==> src/rtl/alu_issue_stage.sv <==
// Four-state issue/writeback sequencer driving an external ripple ALU from an 8-entry register file.
// Optional carry flag chaining is enabled with `define ALU_CARRY_FLAG_EN.
module alu_issue_stage #(
   parameter int WIDTH = 6
) (
   input  logic             clk,
   input  logic             reset,
   input  logic             instr_valid,
   output logic             instr_ready,
   input  logic [3:0]       instr_op,
   input  logic [2:0]       instr_rs,
   input  logic [2:0]       instr_rt,
   input  logic [2:0]       instr_rd,
   input  logic             instr_cin,
   output logic [WIDTH-1:0] alu_a,
   output logic [WIDTH-1:0] alu_b,
   output logic             alu_cin,
   output logic [3:0]       alu_op,
   input  logic [WIDTH-1:0] alu_result,
   input  logic             alu_cout,
   output logic             done,
   output logic             last_cout,
   input  logic             dbg_we,
   input  logic [2:0]       dbg_addr,
   input  logic [WIDTH-1:0] dbg_wdata,
   output logic [WIDTH-1:0] dbg_rdata
`ifdef ALU_CARRY_FLAG_EN
   ,
   output logic             carry_flag
`endif
);

   typedef enum logic [1:0] {IDLE, READ, EXEC, WRITE} state_t;

   state_t           state_q, state_d;
   logic             ready_en_q, ready_en_d;
   logic [3:0]       op_q, op_d;
   logic [2:0]       rs_q, rs_d, rt_q, rt_d, rd_q, rd_d;
   logic             cin_q, cin_d;
   logic [WIDTH-1:0] alu_a_q, alu_a_d, alu_b_q, alu_b_d;
   logic             alu_cin_q, alu_cin_d;
   logic [3:0]       alu_op_q, alu_op_d;
   logic [WIDTH-1:0] res_q, res_d;
   logic             cout_q, cout_d;
   logic             last_cout_q, last_cout_d;
   logic             flag_q, flag_d;
   logic [WIDTH-1:0] rf_q [8];
   logic [WIDTH-1:0] rf_d [8];

   always_comb begin
      state_d     = state_q;
      ready_en_d  = 1'b1;
      op_d        = op_q;
      rs_d        = rs_q;
      rt_d        = rt_q;
      rd_d        = rd_q;
      cin_d       = cin_q;
      alu_a_d     = alu_a_q;
      alu_b_d     = alu_b_q;
      alu_cin_d   = alu_cin_q;
      alu_op_d    = alu_op_q;
      res_d       = res_q;
      cout_d      = cout_q;
      last_cout_d = last_cout_q;
      flag_d      = flag_q;
      rf_d        = rf_q;
      case (state_q)
         IDLE: begin
            // Debug write lands in the same edge as an accept, so READ sees it.
            if (dbg_we && dbg_addr != 3'd0) rf_d[dbg_addr] = dbg_wdata;
            if (instr_valid && instr_ready) begin
               op_d    = instr_op;
               rs_d    = instr_rs;
               rt_d    = instr_rt;
               rd_d    = instr_rd;
               cin_d   = instr_cin;
               state_d = READ;
            end
         end
         READ: begin
            alu_a_d  = rf_q[rs_q];
            alu_b_d  = rf_q[rt_q];
            alu_op_d = op_q;
`ifdef ALU_CARRY_FLAG_EN
            alu_cin_d = flag_q;
`else
            alu_cin_d = cin_q;
`endif
            state_d  = EXEC;
         end
         EXEC: begin
            res_d   = alu_result;
            cout_d  = alu_cout;
            state_d = WRITE;
         end
         WRITE: begin
            if (rd_q != 3'd0) rf_d[rd_q] = res_q;
            last_cout_d = cout_q;
            flag_d      = cout_q;
            state_d     = IDLE;
         end
         default: state_d = IDLE;
      endcase
   end

   always_ff @(posedge clk or posedge reset) begin
      if (reset) begin
         state_q     <= IDLE;
         ready_en_q  <= 1'b0;
         op_q        <= '0;
         rs_q        <= '0;
         rt_q        <= '0;
         rd_q        <= '0;
         cin_q       <= 1'b0;
         alu_a_q     <= '0;
         alu_b_q     <= '0;
         alu_cin_q   <= 1'b0;
         alu_op_q    <= '0;
         res_q       <= '0;
         cout_q      <= 1'b0;
         last_cout_q <= 1'b0;
         flag_q      <= 1'b0;
         for (int unsigned i = 0; i < 8; i++) rf_q[i] <= '0;
      end else begin
         state_q     <= state_d;
         ready_en_q  <= ready_en_d;
         op_q        <= op_d;
         rs_q        <= rs_d;
         rt_q        <= rt_d;
         rd_q        <= rd_d;
         cin_q       <= cin_d;
         alu_a_q     <= alu_a_d;
         alu_b_q     <= alu_b_d;
         alu_cin_q   <= alu_cin_d;
         alu_op_q    <= alu_op_d;
         res_q       <= res_d;
         cout_q      <= cout_d;
         last_cout_q <= last_cout_d;
         flag_q      <= flag_d;
         rf_q        <= rf_d;
      end
   end

   // Ready is held off until the first clock after reset release.
   assign instr_ready = (state_q == IDLE) && ready_en_q;
   assign done        = (state_q == WRITE);
   assign alu_a       = alu_a_q;
   assign alu_b       = alu_b_q;
   assign alu_cin     = alu_cin_q;
   assign alu_op      = alu_op_q;
   assign last_cout   = last_cout_q;
   assign dbg_rdata   = rf_q[dbg_addr];
`ifdef ALU_CARRY_FLAG_EN
   assign carry_flag  = flag_q;
`endif

endmodule

==> config.mk <==
export PLATFORM = sky130hd
export DESIGN_NAME = alu_issue_stage
export DESIGN_NICKNAME = d
export VERILOG_FILES = /design/src/rtl/alu_issue_stage.sv
export SDC_FILE = /design/constraint.sdc
export NUM_CORES = 1
export LEC_CHECK = 0
export CAP_MARGIN = 25
export CORE_MARGIN = 1
export CORE_UTILIZATION = 61
export DETAILED_ROUTE_END_ITERATION = 8
export GPL_TIMING_DRIVEN = 0
export PLACE_DENSITY = 0.86
export SLEW_MARGIN = 20
export SYNTH_ARGS = -nofsm -noshare
export SYNTH_HDL_FRONTEND = slang
export SYNTH_SLANG_ARGS = --single-unit
==> constraint.sdc <==
create_clock -name clk -period 7.35 [get_ports clk]
set_input_delay 2.205 -clock clk [delete_from_list [all_inputs] [get_ports clk]]
set_output_delay 2.205 -clock clk [all_outputs]
set_load 0.02 [all_outputs]
==> summary.md, run 1 <==
| Metric | Value |
|---|---|
| Netlist cell types | `40` |
| Wire length per cell | `20.7 microns` |
| Combinational share of power | `48.0%` |
| # rows | `33` |
| # resized after CTS | `0` |
| Synth Area in Compound Gates | `11.9%` |
| Largest net degree at the start of global routing | `51` |
| Antenna violations before repair | `0` |
| Synthesized Nets | `480` |
| Syn Inst Count | `441` |
| Postcts setup bufs | `0` |
| Post-DRT Antenna Nets | `0` |
| Synth Warn # | `0` |
| Layout area overhead | `18.7%` |
| MaxCap Viol Count | `0` |
| Placed cell count | `605` |
| Cell Int Power | `1.59 mW` |
| Met2 wire len | `6450 microns` |
| Core ar. | `8220 sq um` |
| # diodes | `0` |
| WP data required | `5140 ps` |
| CP Max Fanout | `10` |
| RSZ-0062 raised after global routing | `false` |
| Drt drc | `0` |
| Register Area | `2250 sq um` |
| Die X | `94.0 microns` |
| Setup WS pre-CTS | `418 ps` |
| Setup violators final | `0` |
| First-pass GRT wire length | `20600 microns` |
| Clk slew on worst S/H paths | `90 ps` |
| Worst IR Drop VDD | `0.000235 V` |
| Hold Slack | `508 ps` |
| Main combinational cell family by area after synthesis | `multiplexers` |
| FF+latch count, synth | `90` |
| Grt ovf | `0` |
| FILL cells | `561` |
| IO Count | `60` |
| Routed WL | `12800 microns` |
| Worst Hold Class | `reg -> reg` |
| Critical path class | `in -> out` |
| Final #Nets | `550` |
| Crit share post-route | `95.5%` |
| RD Place Congestion | `0.959` |
| Endpoints failing hold | `0` |
| Clock skew | `7.60 ps` |
| CP Launch Type | `input pin` |
| Sequential share of the synthesized area | `43.6%` |
| Share of cells above drive strength 1 | `27.5%` |
| Number of global-route vias before repair | `4045` |
| TritonCTS clock tree | `done` |
| Achievable frequency | `143 MHz` |
| Post-synthesis mux area share | `31.2%` |
| Vias per cell | `6.51` |
| Post-Syn Area | `5170 sq um` |
| Seq pwr share | `37.4%` |
| Rel. slew slack | `40.4%` |
| Power per Cell Area | `427 nW/um^2` |
| Met1 wire length | `5210 microns` |
| Max Root-Sink Buffers | `2` |
| Switching share of power | `39.4%` |
| Status | `complete, no violations` |
| Slew @ Worst Pin | `887 ps` |
| Psw | `1.03 mW` |
| Slew Viols, Final | `0` |
| CP Capture Type | `primary output` |
| Root Buffer | `clkbuf_8` |
| DRT iter0 DRCs | `372` |
| Syn avg cell area | `11.7 sq um` |
| Simple logic cell fraction of the synthesized area | `8.93%` |
| Clock Sinks | `90` |
| Area occupied by multi-input gates | `2750 sq um` |
| Arr. time, crit path | `4810 ps` |
| Post-Synth XOR/XNOR Area | `0%` |
| Lkg Pwr | `2.59 nW` |
| Inserted Clock Buffers | `9` |
| Vias | `4041` |
| Overall routing resource usage | `31.4%` |
| Hold buffer count at cts | `0` |
| H-tree levels | `3` |
| Die area | `8840 sq um` |
| Adder-cell share of the synthesized area | `1.21%` |
| Clock Power Share | `14.7%` |
| IO buf count | `58` |
| Final WS setup | `334 ps` |
| Later-pin clock latency in the skew report | `370 ps` |
| DR top layer | `met4` |
| Final Total Pwr | `2.62 mW` |
| Met3 WL | `873 microns` |
| Die Y | `94.0 microns` |
| Initial Utilization | `62.9%` |
| Final Critical Period | `7020 ps` |
| DR pass1 iterations | `5` |
| Detail Placement HPWL | `9780 microns` |
| Final std cells w/o fill | `621` |
| Setup TNS | `0 ps` |
-- power by group through the flow --
stage          Clock (mW)  Combinational [mW]  Sequential [mW]
6_report            0.384                1.26            0.978
2_1_floorplan           0               0.862            0.944
3_3_place_gp            0                1.20            0.949
3_5_place_dp            0                1.25            0.977
5_1_grt             0.412                1.35             1.00
4_1_cts             0.386                1.26            0.966
-- layout make-up --
| class | count | area share, % |
|---|---|---|
| Multi-Input combinational cell | 313 | 44.9 |
| Buffer | 31 | 2.22 |
| Sequential cell | 90 | 36.7 |
| Timing Repair Buffer | 59 | 9.91 |
| Inverter | 7 | 0.469 |
| Tap cell | 105 | 2.14 |
| Clock inverter | 7 | 1.63 |
| Clock buffer | 9 | 2.02 |
-- worst max-delay path, stage by stage --
cell and delay [ps]:
clkdlybuf4s50_1 550, buf_4 230, clkbuf_1 450, inv_1 140, nor2_1 190, a221oi_1 130
o22ai_1 260, clkdlybuf4s50_1 650
-- placed cells by master, fill, tap and decap left out, types with 2 or more instances in the layout --
| cell type | Yosys | routed |
|---|---|---|
| a2bb2oi_1 | 2 | 2 |
| o22ai_1 | 20 | 20 |
| bufinv_16 | 0 | 2 |
| clkbuf_1 | 16 | 16 |
| dfrtp_1 | 90 | 90 |
| clkbuf_8 | 0 | 9 |
| nor3_1 | 3 | 3 |
| mux2i_1 | 18 | 18 |
| o2bb2ai_1 | 6 | 6 |
| a221oi_1 | 5 | 5 |
| nor2b_1 | 4 | 4 |
| mux4_2 | 27 | 27 |
| buf_1 | 5 | 5 |
| mux2_2 | 73 | 73 |
| a211o_1 | 2 | 2 |
| or3b_2 | 4 | 4 |
| a21oi_1 | 22 | 22 |
| nor2_1 | 28 | 28 |
| o21ai_0 | 27 | 27 |
| clkinvlp_4 | 0 | 2 |
| clkdlybuf4s50_1 | 0 | 58 |
| buf_2 | 6 | 6 |
| buf_4 | 3 | 3 |
| nand3_1 | 2 | 2 |
| ha_1 | 5 | 5 |
| o21ai_2 | 6 | 6 |
| inv_1 | 7 | 6 |
| nand2_1 | 41 | 41 |
| nand3b_1 | 4 | 4 |
-- kinds of logic after synthesis --
| logic type | count (synthesis) |
|---|---|
| AO/OA/AOI/OAI | 95 |
| adder cells (fa/ha/maj) | 5 |
| buffers and inverters | 38 |
| flip-flops | 90 |
| multiplexers | 118 |
| other | 1 |
| AND/OR/NAND/NOR | 94 |
-- routing by layer --
layer / vias to the layer above / track usage (%)
met4: 0 / 12.1
met2: 200 / 50.8
met3: 37 / 6.88
li1: 1788 / -
met5: - / 0
met1: 2016 / 41.4
-- cell usage after synthesis --
library cell   n  area share (%)
dfrtp_1       90              44
mux2_2        73              16
nand2_1       41             3.0
nor2_1        28             2.0
mux4_2        27              12
o21ai_0       27             2.6
a21oi_1       22             2.1
o22ai_1       20             2.4
mux2i_1       18             3.5
clkbuf_1      16             1.2
inv_1          7            0.51
buf_2          6            0.58
o21ai_2        6             1.0
o2bb2ai_1      6             1.0
a221oi_1       5            0.85
buf_1          5            0.36
ha_1           5             1.2
nand3b_1       4            0.58
nor2b_1        4            0.48
or3b_2         4            0.68
buf_4          3            0.44
nor3_1         3            0.29
a211o_1        2            0.34
a2bb2oi_1      2            0.34
nand3_1        2            0.19
a2111oi_4      1            0.53
a311oi_1       1            0.17
a31oi_1        1            0.12
and2_1         1            0.12
and3_1         1            0.12
and4b_1        1            0.19
clkbuf_2       1           0.097
conb_1         1           0.073
nor3b_1        1            0.15
nor4b_2        1            0.29
nor4b_4        1            0.46
nor4bb_1       1            0.19
o21a_2         1            0.17
o221ai_1       1            0.17
or3b_1         1            0.17
-- through the flow --
step,utilization (%),instance area (sq um)
after floorplan,-,5170
after detailed placement,71.9,5910
final,74.6,6130
after CTS,74.6,6130
after global placement,71.6,5880
after global routing,74.6,6130
-- path summary, 6_finish.rpt --
check                                        from                   end  slack (ps)  cells past startpoint
max in group asynchronous                   reset  alu_b[5]$_DFFE_PP0N_        4510                      3
min                           op_q[2]$_DFFE_PP0P_   op_q[2]$_DFFE_PP0P_         510                      1
min in group asynchronous                   reset  rf_q[43]$_DFFE_PP0P_        2230                      2
min reg2reg                   op_q[2]$_DFFE_PP0P_   op_q[2]$_DFFE_PP0P_         510                      1
max reg2reg                state_q[0]$_DFFE_PP0P_  rf_q[41]$_DFFE_PP0P_        4860                      6
max                                   dbg_addr[2]          dbg_rdata[4]         330                      8
-- state kept, by name, summed over array words and instances, names as in the netlist --
signal / count
rf_q: 48
alu_a: 6
alu_b: 6
res_q: 6
alu_op: 4
op_q: 4
rd_q: 3
rs_q: 3
rt_q: 3
state_q: 2
alu_cin: 1
cin_q: 1
cout_q: 1
last_cout: 1
ready_en_q: 1
Note: power is estimated with default switching activity, not from simulation.
==> run 2: changes to the inputs <==
--- a/config.mk
+++ b/config.mk
@@ -9,8 +9,10 @@
 export CORE_MARGIN = 1
 export CORE_UTILIZATION = 61
 export DETAILED_ROUTE_END_ITERATION = 8
+export GPL_ROUTABILITY_DRIVEN = 1
 export GPL_TIMING_DRIVEN = 0
 export PLACE_DENSITY = 0.86
+export SETUP_SLACK_MARGIN = 0.15
 export SLEW_MARGIN = 20
 export SYNTH_ARGS = -nofsm -noshare
 export SYNTH_HDL_FRONTEND = slang
==> results of run 2 <==
No change in the layout: final DEF, timing and power equal those of run 1.
